<file path="config.mk">
export PLATFORM = sky130hd
export DESIGN_NAME = mem_stage
export DESIGN_NICKNAME = d
export VERILOG_FILES = /design/src/rtl/mem_stage.sv
export SDC_FILE = /design/constraint.sdc
export NUM_CORES = 1
export LEC_CHECK = 0
export BUFFER_PORTS_ARGS = -buffer_cell sky130_fd_sc_hd__buf_2
export CAP_MARGIN = 5
export CORE_MARGIN = 3
export CORE_UTILIZATION = 50
export DETAILED_ROUTE_END_ITERATION = 10
export PLACE_DENSITY = 0.92
export SYNTH_ARGS = -nofsm -noshare
export SYNTH_HDL_FRONTEND = slang
export SYNTH_SLANG_ARGS = --single-unit
</file>
<file path="constraint.sdc">
create_clock -name clk -period 5.2 [get_ports clk]
set_input_delay 0 -clock clk [delete_from_list [all_inputs] [get_ports clk]]
set_output_delay 0 -clock clk [all_outputs]
set_load 0.005 [all_outputs]
</file>
<file path="src/rtl/mem_stage.sv">
// mem_stage: memory-access stage of the five-stage LoongArch pipeline.
// Registers the execute-stage bus, waits for the data-SRAM response of an
// in-flight load, extracts and extends the loaded byte/halfword/word, and hands
// the completed instruction to write-back over a valid/allowin handshake.
// It also drives a forwarding/interlock bus back to decode.
//
// Ports:
//   clk, resetn        clock; synchronous active-low reset
//   ws_allowin         wb stage can accept this cycle
//   ms_allowin         this stage can accept this cycle
//   es_to_ms_valid/bus execute-stage instruction:
//                      {res_from_mem, ld_type[2:0], gr_we, dest[4:0], alu_result, pc}
//   ms_to_ws_valid/bus completed instruction: {gr_we, dest, final_result, pc}
//   ms_to_ds_bus       forwarding: {fwd_we, fwd_blocking, fwd_dest, fwd_data}
//   data_sram_data_ok  read data of the outstanding load is valid
//   data_sram_rdata    read data
module mem_stage #(
  parameter int ES_TO_MS_BUS_WD = 74,
  parameter int MS_TO_WS_BUS_WD = 70,
  parameter int MS_TO_DS_BUS_WD = 39,
  parameter int DATA_W          = 32
) (
  input  logic                       clk,
  input  logic                       resetn,
  input  logic                       ws_allowin,
  output logic                       ms_allowin,
  input  logic                       es_to_ms_valid,
  input  logic [ES_TO_MS_BUS_WD-1:0] es_to_ms_bus,
  output logic                       ms_to_ws_valid,
  output logic [MS_TO_WS_BUS_WD-1:0] ms_to_ws_bus,
  output logic [MS_TO_DS_BUS_WD-1:0] ms_to_ds_bus,
  input  logic                       data_sram_data_ok,
  input  logic [DATA_W-1:0]          data_sram_rdata
);

  // Extract the addressed byte/halfword and extend it. ld_type 101-111 fall
  // back to a whole-word load; addr[0] is ignored for halfwords.
  function automatic logic [DATA_W-1:0] load_extract(
    input logic [2:0]        ld_type,
    input logic [1:0]        addr,
    input logic [DATA_W-1:0] rdata
  );
    logic signed [7:0]  byte_s;
    logic signed [15:0] half_s;
    logic [DATA_W-1:0]  res;
    case (addr)
      2'd0:    byte_s = rdata[7:0];
      2'd1:    byte_s = rdata[15:8];
      2'd2:    byte_s = rdata[23:16];
      default: byte_s = rdata[31:24];
    endcase
    half_s = addr[1] ? rdata[31:16] : rdata[15:0];
    case (ld_type)
      3'b001:  res = DATA_W'(byte_s);
      3'b010:  res = DATA_W'(half_s);
      3'b011:  res = {24'd0, byte_s};
      3'b100:  res = {16'd0, half_s};
      default: res = rdata;
    endcase
    return res;
  endfunction

  logic                       vld_p0;
  logic [ES_TO_MS_BUS_WD-1:0] bus_p0;
  logic                       buf_vld_p0;
  logic [DATA_W-1:0]          buf_data_p0;

  logic              res_from_mem;
  logic [2:0]        ld_type;
  logic              gr_we;
  logic [4:0]        dest;
  logic [DATA_W-1:0] alu_result;
  logic [31:0]       pc;
  logic              ms_ready_go;
  logic              buf_capture;
  logic [DATA_W-1:0] eff_rdata;
  logic [DATA_W-1:0] final_result;

  assign res_from_mem = bus_p0[73];
  assign ld_type      = bus_p0[72:70];
  assign gr_we        = bus_p0[69];
  assign dest         = bus_p0[68:64];
  assign alu_result   = bus_p0[63:32];
  assign pc           = bus_p0[31:0];

  assign ms_ready_go    = !res_from_mem || data_sram_data_ok || buf_vld_p0;
  assign ms_allowin     = !vld_p0 || (ms_ready_go && ws_allowin);
  assign ms_to_ws_valid = vld_p0 && ms_ready_go;

  // Data arriving while wb is stalled must be held: the SRAM presents it for
  // one cycle only. Later data_ok pulses are ignored once the buffer is full.
  assign buf_capture = vld_p0 && res_from_mem && data_sram_data_ok &&
                       !ws_allowin && !buf_vld_p0;

  assign eff_rdata    = buf_vld_p0 ? buf_data_p0 : data_sram_rdata;
  assign final_result = res_from_mem ? load_extract(ld_type, alu_result[1:0], eff_rdata)
                                     : alu_result;

  assign ms_to_ws_bus = {gr_we, dest, final_result, pc};
  assign ms_to_ds_bus = {vld_p0 && gr_we,
                         vld_p0 && res_from_mem && !ms_ready_go,
                         dest, final_result};

  // Stage p0: instruction register and load-data buffer control.
  always_ff @(posedge clk) begin
    if (!resetn) begin
      vld_p0     <= 1'b0;
      bus_p0     <= '0;
      buf_vld_p0 <= 1'b0;
    end else begin
      if (ms_allowin) vld_p0 <= es_to_ms_valid;
      if (es_to_ms_valid && ms_allowin) bus_p0 <= es_to_ms_bus;
      if (ms_to_ws_valid && ws_allowin) buf_vld_p0 <= 1'b0;
      else if (buf_capture)             buf_vld_p0 <= 1'b1;
    end
  end

  // Buffered read data; meaningful only while buf_vld_p0 is set.
  always_ff @(posedge clk) begin
    if (buf_capture) buf_data_p0 <= data_sram_rdata;
  end

endmodule

</file>
* Word level (Yosys, flattened, before mapping)
Cells that the tools add are included.
** Operators by class
- Bitwise gates (word level) :: 1
- Mux-type cells :: 5
- Equality and inequality tests :: 6
- Reduce and logical (&&, ||, !) cells :: 20
** Operator list (number)
- one-hot mux 32 bit (4 select lines) :: 1
- 2-to-1 mux 32 bit :: 2
- one-hot mux 8 bit (3 select lines) :: 1
- 2-to-1 mux 16 bit :: 1
- logical AND 1 bit :: 10
- == test 3 x 2 -> 1 bit (second input constant) :: 2
- zero test 1 bit :: 5
- == test 3 x 1 -> 1 bit (second input constant) :: 1
- == test 3 bit (second input constant) :: 1
- logical OR 1 bit :: 3
- == test 2 x 1 -> 1 bit (second input constant) :: 1
- == test 2 bit (second input constant) :: 1
- zero test 2 bit :: 1
- OR reduction 2 bit :: 1
- NOT 1 bit :: 1
** Storage, ports and cells
- Word-level logic and storage cells :: 36
- Bits in registers :: 108
- Input bits :: 111
- Output and inout bits :: 111

* Longest topological paths before layout
- Depth in word-level cells :: 6
- Gate-level depth with buffers :: 8
- Gate-level depth less buffers :: 5

* Least setup slack after synthesis
No wires, ideal clock.
- Path kind :: register to register
- Start :: register buf_vld_p0
- End :: register buf_data_p0[0] (enable)
- Path buffers :: 2
- Data arrival time :: 3.272 ns
- Clock period less this slack :: 3.743 ns
- Stages on the path, launching flop included :: 5
- Data required time :: 4.729 ns
- Path slack :: 1.457 ns
- Library setup time :: 0.471 ns
- Cells stage by stage :: dfxtp_1 > buf_6 > buf_2 > nand3b_1 > nor3b_1
** On the way
- Cells in the longest elaborated chain, start to end :: 2
** RTL lines
- from (decl) :: line 65 : logic buf_vld_p0;
- from (signal assigned) :: line 109 : buf_vld_p0 <= 1'b0;
- from (signal assigned) :: line 113 : if (ms_to_ws_valid && ws_allowin) buf_vld_p0 <= 1'b0;
- from (signal assigned) :: line 114 : else if (buf_capture) buf_vld_p0 <= 1'b1;
- zero test 1 bit :: line 93 : !ws_allowin && !buf_vld_p0;
- logical AND 1 bit :: line 93
- net buf_capture :: line 75 : logic buf_capture;
- to (signal assigned) :: line 120 : if (buf_capture) buf_data_p0 <= data_sram_rdata;
- to (decl) :: line 66 : logic [DATA_W-1:0] buf_data_p0;
The timed path passes the listed nets, and every way through them passes these cells.
A chain may end at the register's enable or synchronous reset.

* Worst setup path after layout
- Start :: register buf_vld_p0
- End :: output port ms_to_ds_bus[19]
** On the way
- Cells in the longest elaborated chain, start to end :: 4
- Elaborated cells on any way between the ends :: 5
- Those cells by class :: 5 x mux
** RTL lines
- 2-to-1 mux 32 bit (*) :: line 95 : assign eff_rdata = buf_vld_p0 ? buf_data_p0 : data_sram_rdata;
- one-hot mux 8 bit (3 select lines) / 2-to-1 mux 16 bit (equally long branches) :: line 46, 52
- one-hot mux 32 bit (4 select lines) (*) :: line 53 : case (ld_type)
- 2-to-1 mux 32 bit (*) :: line 96 : assign final_result = res_from_mem ? load_extract(ld_type, alu_result[1:0], eff_rdata)
- to (decl) :: line 31 : output logic [MS_TO_DS_BUS_WD-1:0] ms_to_ds_bus,
Every way passes the cells marked *; elsewhere a longest branch is shown, timed or not.

==> run summary <==
overall power: 0.002056 W
initial core utilization: 51.90%
Seq/Total Area, Yosys: 41.19%
DR pass1 iterations: 5
drt drc: 0
WL final: 19.91 mm
initial DRC count: 620
WP data arrival: 3.05 ns
Antenna diodes: 0
Die Footprint: 0.01341 mm2
max_slew headroom: 27.47%
library cells used by synthesis: 50
routed vias/inst: 5.955
Sw Pwr: 0.0005867 W
setup bufs post-CTS: 0
dpl cells: 925
most frequent cells in the layout: buf_2 (221), dlygate4sd3_1 (107), o21ai_0 (93)
final hold vios: 0
CP Class: flip-flop to primary output
Critical Path Start Type: flip-flop
CTS buffer count: 9
switch share: 28.54%
IO Pins: 222
worst path cell trace: buf_4 > mux2i_2 > o22ai_1 > o21a_1 > o32a_1 > buf_2
Setup TNS: 0 ns
routed via count: 6241
PD cells: 260.6 mW/mm2
outcome: finished clean
worst setup skew after layout: 0.01305 ns
fin cells: 1048
Yosys warnings: 0
cells after synthesis: 694
slowest stage cell on the critical path: dfxtp_2
drt wl/cell: 18.99 um
ys flop type: dfxtp_1
RSZ-0062 raised after global routing: no
Final GP Congestion: 0.9514
Flop pwr share: 45.1%
grt total ovfl: 0
Post-synth EDFFs: 32
Area Growth Syn to Fin: 30.93%
Largest stage delay, worst path: 0.64 ns
Core ar.: 0.01161 mm2
Setup violations, final: 0
crit-path max FO: 32
Net count, final: 1011
CTS tree: built
Slew Limit Fails: 0
flops & latches, synth: 108
Worst Setup Slack post-DPL: 2.620 ns
commonest non-fill, non-tap cell in the layout: buf_2
Worst-Margin Slew: 1.086 ns
root buffer cell: clkbuf_16
Cell Int Power: 0.001469 W
first-pass GRT wire length: 30.42 mm
Fmax: 328.2 MHz
WP data required: 5.20 ns
clk_lat worst skew: 0.36 ns
critical path's top delay family: compound AO/OA/AOI/OAI gates
ANT nets after route: 0
Combinational Power Share: 21.0%
Max-cap violations: 0
syn nets: 805
CTS HTree Levels: 3
hpwl dp: 12.18 mm
leakage: 3.196 nW
Clock Sinks: 108
min setup slack post-route: 2.153 ns
Setup crit end kind: primary output
Final Critical Period: 3.047 ns
row count: 39
Tot GR Track Use: 28.91%
PortBufs: 221
Mapped Area: 0.006027 mm2
initial antenna violation count: 0
number of global-route vias before repair: 5744
die height: 115.8 um
peak supply drop: 0.2768 mV
Max clock buf depth: 2
FFs w/ async S/R, synth: 0%
layout cells sized above 1: 29.50%
clock-pin slew on the worst setup and hold paths: 0.08 ns
Mean Syn Cell Area: 8.684 um2
worst hold path class: input port to flip-flop
CP Buf/Inv Count: 2
Die Span X: 115.8 um
clock share of power: 33.9%
pin count of the biggest net entering global routing: 77
final worst path period share: 58.60%
cell families (layout without fill, tap and decap cells):
| kind of cell | count (synthesis) | in the layout | synth area share (%) |
|---|---|---|---|
| AO/OA/AOI/OAI | 242 | 242 | 23.62 |
| XOR/XNOR | 1 | 1 | 0.1453 |
| buffers and inverters | 147 | 358 | 14.66 |
| multiplexers | 42 | 42 | 7.868 |
| flip-flops | 108 | 108 | 41.19 |
| AND/OR/NAND/NOR | 154 | 154 | 12.52 |
registers in the layout, summed over array words and instances (netlist names):
register / flops
bus_p0: 74
vld_p0: 1
buf_vld_p0: 1
buf_data_p0: 32
worst register-to-register path, cell delays in order, from the launching register on:
cell     delay (ns)
dfxtp_2        0.64
nor3b_1        0.14
o21a_2         0.21
buf_4          0.33
inv_2          0.14
buf_4          0.62
nand3_1        0.24
a21oi_1        0.22
cell usage after synthesis (8+ instances only):
library cell | count | area share, %
dfxtp_1 | 76 | 25
o21ai_0 | 93 | 7.7
nand2_1 | 21 | 1.3
o32a_1 | 17 | 2.8
nand2b_1 | 8 | 0.83
edfxtp_1 | 32 | 16
clkbuf_1 | 37 | 2.3
buf_2 | 16 | 1.3
a21oi_1 | 79 | 6.6
buf_4 | 75 | 9.3
mux2i_1 | 30 | 5.0
buf_1 | 9 | 0.56
nand3_1 | 83 | 6.9
a31oi_1 | 13 | 1.3
o22ai_1 | 12 | 1.2
nor2_1 | 23 | 1.4
path summary, 6_finish.rpt:
check,startpoint,endpoint,slack (ns),cells past startpoint
max,buf_vld_p0,ms_to_ds_bus[19],2.15,6
min,data_sram_data_ok,buf_vld_p0,0.09,4
max reg2reg,buf_vld_p0,bus_p0[37],2.56,7
min reg2reg,bus_p0[31],bus_p0[31],0.48,2
per-layer routing:
metal,vias up,wire length (um),global-route usage [%]
met4,0,851,12.37
met2,393,8906,43.81
met1,2900,8122,38.20
met5,-,0,0
li1,2886,-,-
met3,62,2023,9.138
stage by stage:
stage          instance area [um2]  utilization, %  hold slack, ns
2_1_floorplan                 6027               -         0.03110
3_3_place_gp                  6520           56.14          0.1925
3_5_place_dp                  6520           56.14          0.1945
4_1_cts                       7891           67.95         0.07183
5_1_grt                       7891           67.95          0.1358
6_report                      7891           67.95         0.09104
power by group through the flow:
| stage | clock (W) | combinational [W] | sequential, W |
|---|---|---|---|
| after global placement | 0 | 0.000349 | 0.000943 |
| after global routing | 0.000739 | 0.000470 | 0.000931 |
| after detailed placement | 0 | 0.000354 | 0.000944 |
| after floorplan | 0 | 0.000264 | 0.000933 |
| after CTS | 0.000704 | 0.000418 | 0.000925 |
| final | 0.000697 | 0.000433 | 0.000927 |
what timing repair did:
item / 4_1_cts / 5_1_grt
gates resized for setup: 0 / 0
hold buffers: 107 / 0
endpoints found under the hold margin: 107 / 0
final cells by class:
| type | instances | area, um2 |
|---|---|---|
| Fill cell | 849 | 3722 |
| Multi-Input combinational cell | 439 | 2668 |
| Sequential cell | 108 | 2485 |
| Timing Repair Buffer | 336 | 2237 |
| Clock buffer | 10 | 250.2 |
| Tap cell | 143 | 178.9 |
| Clock inverter | 6 | 50.05 |
| Inverter | 6 | 22.52 |
Note: power is estimated with default switching activity, not from simulation.
